**config.mk**
```make
export PLATFORM = sky130hd
export DESIGN_NAME = mux2_1
export DESIGN_NICKNAME = d
export VERILOG_FILES = /design/src/rtl/mux2_1.sv
export SDC_FILE = /design/constraint.sdc
export NUM_CORES = 1
export LEC_CHECK = 0
export CAP_MARGIN = 15
export CORE_MARGIN = 3
export CORE_UTILIZATION = 29
export CTS_CLUSTER_SIZE = 24
export DETAILED_ROUTE_END_ITERATION = 16
export DONT_BUFFER_PORTS = 1
export PLACE_DENSITY = 0.41
export SLEW_MARGIN = 30
export SYNTH_ARGS = -nofsm -noshare
export SYNTH_HDL_FRONTEND = slang
export SYNTH_SLANG_ARGS = --single-unit
```
**constraint.sdc**
```tcl
create_clock -name clk -period 2.2 [get_ports clk]
set_clock_uncertainty 0.05 [all_clocks]
set_input_delay 0.66 -clock clk [delete_from_list [all_inputs] [get_ports clk]]
set_output_delay 0.66 -clock clk [all_outputs]
set_load 0.01 [all_outputs]
```
**src/rtl/mux2_1.sv**
```systemverilog
`default_nettype none
// ============================================================================
//  Module      : mux2_1
//  Description : Parameterised 2:1 word multiplexer with an optional output
//                register and a saturating counter of select transitions.
//  Revision    : 1.0 - initial release
// ============================================================================
module mux2_1 #(
    parameter int WIDTH   = 4,
    parameter int OUT_REG = 0,
    parameter int CNT_W   = 8
) (
    input  logic             clk,
    input  logic             rst,
    input  logic [WIDTH-1:0] in0,
    input  logic [WIDTH-1:0] in1,
    input  logic             sel,
    output logic [WIDTH-1:0] out,
    output logic [CNT_W-1:0] sel_toggles
);

    localparam logic [CNT_W-1:0] C_CNT_MAX = '1;
    localparam logic [CNT_W-1:0] C_CNT_ONE = CNT_W'(1);

    logic [WIDTH-1:0] w_mux;
    logic             w_sel_changed;
    logic             w_cnt_sat;
    logic             r_sel_q;
    logic [CNT_W-1:0] r_toggles;

    // Word select: only a definite 1 picks in1; anything else (incl. X/Z) falls to in0
    always_comb begin
        w_mux = in0;
        if (sel == 1'b1) begin
            w_mux = in1;
        end
    end

    assign w_sel_changed = (sel != r_sel_q);
    assign w_cnt_sat     = (r_toggles == C_CNT_MAX);

    // Track previous select and count its transitions, holding at the maximum
    always_ff @(posedge clk) begin
        if (rst) begin
            r_sel_q   <= 1'b0;
            r_toggles <= '0;
        end else begin
            r_sel_q <= sel;
            if (w_sel_changed && !w_cnt_sat) begin
                r_toggles <= r_toggles + C_CNT_ONE;
            end
        end
    end

    assign sel_toggles = r_toggles;

    generate
        if (OUT_REG != 0) begin : g_reg_out
            logic [WIDTH-1:0] r_out;

            // Registered output: one cycle of latency, cleared by reset
            always_ff @(posedge clk) begin
                if (rst) begin
                    r_out <= '0;
                end else begin
                    r_out <= w_mux;
                end
            end

            assign out = r_out;
        end else begin : g_comb_out
            // Zero-latency steering path; independent of clock and reset
            assign out = w_mux;
        end
    endgenerate

endmodule
`default_nettype wire

```
After elaboration in Yosys (flattened, before gate mapping)
Index checks and enable logic that the tools add are counted.

Register bits: 9. Bits of input ports: 11. Output and inout port bits: 12.

Add/sub/neg operators: 1. Eq/ne operators: 2. Multiplexer cells: 1. Reductions and logical operators: 2.

Operator list (count): adder 8 x 1 -> 8 bit, second input constant (1); == test 8 bit, second input constant (1); 2-to-1 mux 4 bit (1); logical AND 1 bit (1); zero test 1 bit (1); != test 1 bit (1).

Longest topological paths before layout
Depth in word-level cells: 3. Depth in mapped cells: 6.

Worst setup path before layout
No wires, ideal clock.

Kind: input -> output. Start: input port sel. End: output port out[0]. Data arrival time: 1.129 ns. Slack: 0.361 ns. Stages: 2. Cell sequence: buf_6 > mux2_2.

Longest elaborated chain between the ends: 1.

Ends and longest elaborated chain: start: declaration (line 17) `input logic sel,`; 2-to-1 mux 4 bit (line 34) `if (sel == 1'b1) begin`; end: declaration (line 18) `output logic [WIDTH-1:0] out,`.

Every way passes these cells.

Worst setup path in the final report
Start: input port sel. End: output port out[2].

The elaborated chain is that of the path after synthesis.

==> impl_metrics.py <==
metrics = {
    "status": {
        "status": "finished, final reports clean",
    },
    "route": {
        "drc_errors": 0,
        "routed_wl_um": 1023,
        "num_vias": 376,
        "vias_per_cell": 5.612,
        "firstDrtPassIters": 2,
        "drtAntennaViolNets": 0,
        "post_drt_wl_per_cell_um": 15.27,
        "drtIter0Drc": 2,
    },
    "setup_path": {
        "critical-path-slowest-cell": "mux2_2",
        "end_kind": "output pin",
        "cp_num_buf_inv": 0,
        "reg2reg_from": "sel_toggles[0]",
        "cp_cell_sequence": "mux2_2",
        "cp.arrival_ns": 1.00,
        "crit_family": "multiplexers",
        "ff2ff_setup_slack_ns": 0.61,
        "max_stage_delay_ns": 0.34,
        "critPathLaunchType": "input pin",
        "timing.rr.end": "sel_toggles[4]",
        "r2r_cells": 4,
        "path_max_fanout": 6,
        "worstSetupPathType": "in2out",
        "cp.required_ns": 1.49,
        "startpoint": "sel",
    },
    "global_route": {
        "grt_pass1_wl_um": 1628,
        "grtUsageTotal_pct": 10.49,
        "grt_overflow": 0,
        "antenna_found_initial": 0,
        "grt_pass1_vias": 378,
        "grt_max_degree": 10,
    },
    "yosys": {
        "synth_area_leaders": "dfxtp_1 37%, mux2_2 9.2%, xor2_4 5.6%",
        "syn_nets": 62,
        "yosys.area.top_type": "dfxtp_1",
        "synth_warnings": 0,
        "avgSynthCellArea_um2": 9.784,
        "syn_area_um2": 489.2,
        "yosysUniqueCellTypes": 27,
        "synth_async_sr_flop_share_pct": 0,
        "ys.flop_type": "dfxtp_1",
        "synth_most_common_cell": "dfxtp_1",
        "postSynthCellCount": 50,
        "synth_edf_count": 0,
        "synth.top_cells.by_count": "9 x dfxtp_1, 4 x mux2_2",
        "ys_seq_area_share_pct": 36.83,
        "ys_ff_latch": 9,
        "synth_top_area_share_pct": 36.83,
    },
    "cts": {
        "cts.clk_slew.worst_paths_ns": 0.06,
        "cts_root_buf": "clkbuf_4",
        "cts_buffer_depth": 2,
        "cts_made_buffers": 3,
        "htreeDepth": 1,
        "numClockSinks": 9,
        "cts_tree": "yes",
        "post_cts_resized": 0,
        "clkLatencyLatePin_ns": 0.26,
        "post_cts_buffers": 0,
        "hold_buffers": 0,
    },
    "hold_path": {
        "hold_class": "in2reg",
        "min_path_cells": 1,
        "min-delay-start": "rst",
        "holdPathEnd": "sel_toggles[4]",
    },
    "die": {
        "fp.dieH_um": 47.07,
        "core_um2": 1541,
        "std_cell_rows": 14,
        "pin_count": 23,
        "die_w_um": 47.07,
        "dieArea_um2": 2216,
        "initial_core_util_pct": 31.74,
    },
    "sta": {
        "worstMarginPinSlew_ns": 0.2876,
        "rsz0062_at_grt": "false",
        "period_share_pct": 77.86,
        "fin_crit_ns": 1.713,
        "relSlewSlack_pct": 80.80,
        "layout_setup_ws_ns": 0.4870,
        "drv_slew": 0,
        "fmax_mhz": 583.8,
        "hold_viol_final": 0,
        "setup_viol": 0,
        "finalSetupTns_ns": 0,
    },
    "finish": {
        "antenna_cells": 0,
        "seq_area_um2": 180.2,
        "finalNonFillerCells": 67,
        "finish.utilization_pct": 33.04,
        "syn_to_final_growth_pct": 4.092,
        "multiInputGateArea_um2": 275.3,
        "nets": 64,
        "nFillCells": 165,
        "drive_gt1_share_pct": 19.61,
    },
    "power_and_ir_drop": {
        "cellLeakagePower_nw": 0.1756,
        "p_per_area_nw_per_um2": 673.0,
        "ir_worst_vdd_uv": 298.8,
    },
    "place": {
        "dp.cells": 63,
        "pre_cts_ws_ns": 0.4843,
        "gp_congestion": 0.6962,
        "placement.io_buffers": 0,
    },
    "job": {
        "drv_cap": 0,
    },
}
[per-layer routing]
layer / vias to the layer above / part of all wire [%] / GRT usage [%]
met5: - / 0 / 0
met4: 0 / 0 / 1.657
met3: 0 / 16 / 8.812
met2: 20 / 44 / 15.72
met1: 166 / 40 / 11.70
li1: 190 / - / -
[where the power goes]
part | total [mW] | internal [mW] | switching (mW)
sequential | 0.181 | 0.170 | 0.0114
clock | 0.128 | 0.0699 | 0.0580
combinational | 0.0335 | 0.0172 | 0.0164
[cell usage in the layout (no fill, tap or decap), types with 2 or more instances in the layout]
| master | count |
|---|---|
| dfxtp_1 | 9 |
| mux2_2 | 4 |
| nand4_1 | 3 |
| nor2_1 | 3 |
| nor3_1 | 3 |
| a21oi_1 | 3 |
| clkbuf_4 | 3 |
| inv_1 | 2 |
| and4_1 | 2 |
| a31oi_1 | 2 |
[state kept, by name (all words and copies together), names as in the netlist]
register / cells
sel_toggles: 8
r_sel_q: 1
[worst max-delay path by stage]
stage	end	cells past startpoint
2_1_floorplan	out[0]	2
3_3_place_gp	out[1]	1
3_5_place_dp	out[2]	1
4_1_cts	out[2]	1
5_1_grt	out[1]	1
6_report	out[2]	1
[kinds of logic (layout without fill, tap and decap cells)]
kind of cell,Yosys count,after routing,synth area share [%]
buffers and inverters,5,6,6.905
and+or+nand+nor,18,18,21.23
muxes,5,5,11.25
adders and majority gates,1,1,2.557
DFF,9,9,36.83
xor gates and xnor gates,2,2,7.418
AOI/OAI and AO/OA,10,10,13.81
[metrics by stage]
step	instance area [um2]	power (mW)	hold slack (ns)
2_1_floorplan	489.2	0.2189	0.4738
3_3_place_gp	483.0	0.2181	0.5087
4_1_cts	509.2	0.3528	0.3980
5_1_grt	509.2	0.3674	0.3899
6_report	509.2	0.3427	0.4104
3_5_place_dp	483.0	0.2194	0.5215
[layout make-up]
| type | count | share of cell area (%) |
|---|---|---|
| clock buffers | 4 | 5.160 |
| well taps | 16 | 3.931 |
| multi-input cells | 36 | 54.05 |
| flip-flops and latches | 9 | 35.38 |
| inverters | 2 | 1.474 |
Note: power is estimated with default switching activity, not from simulation.
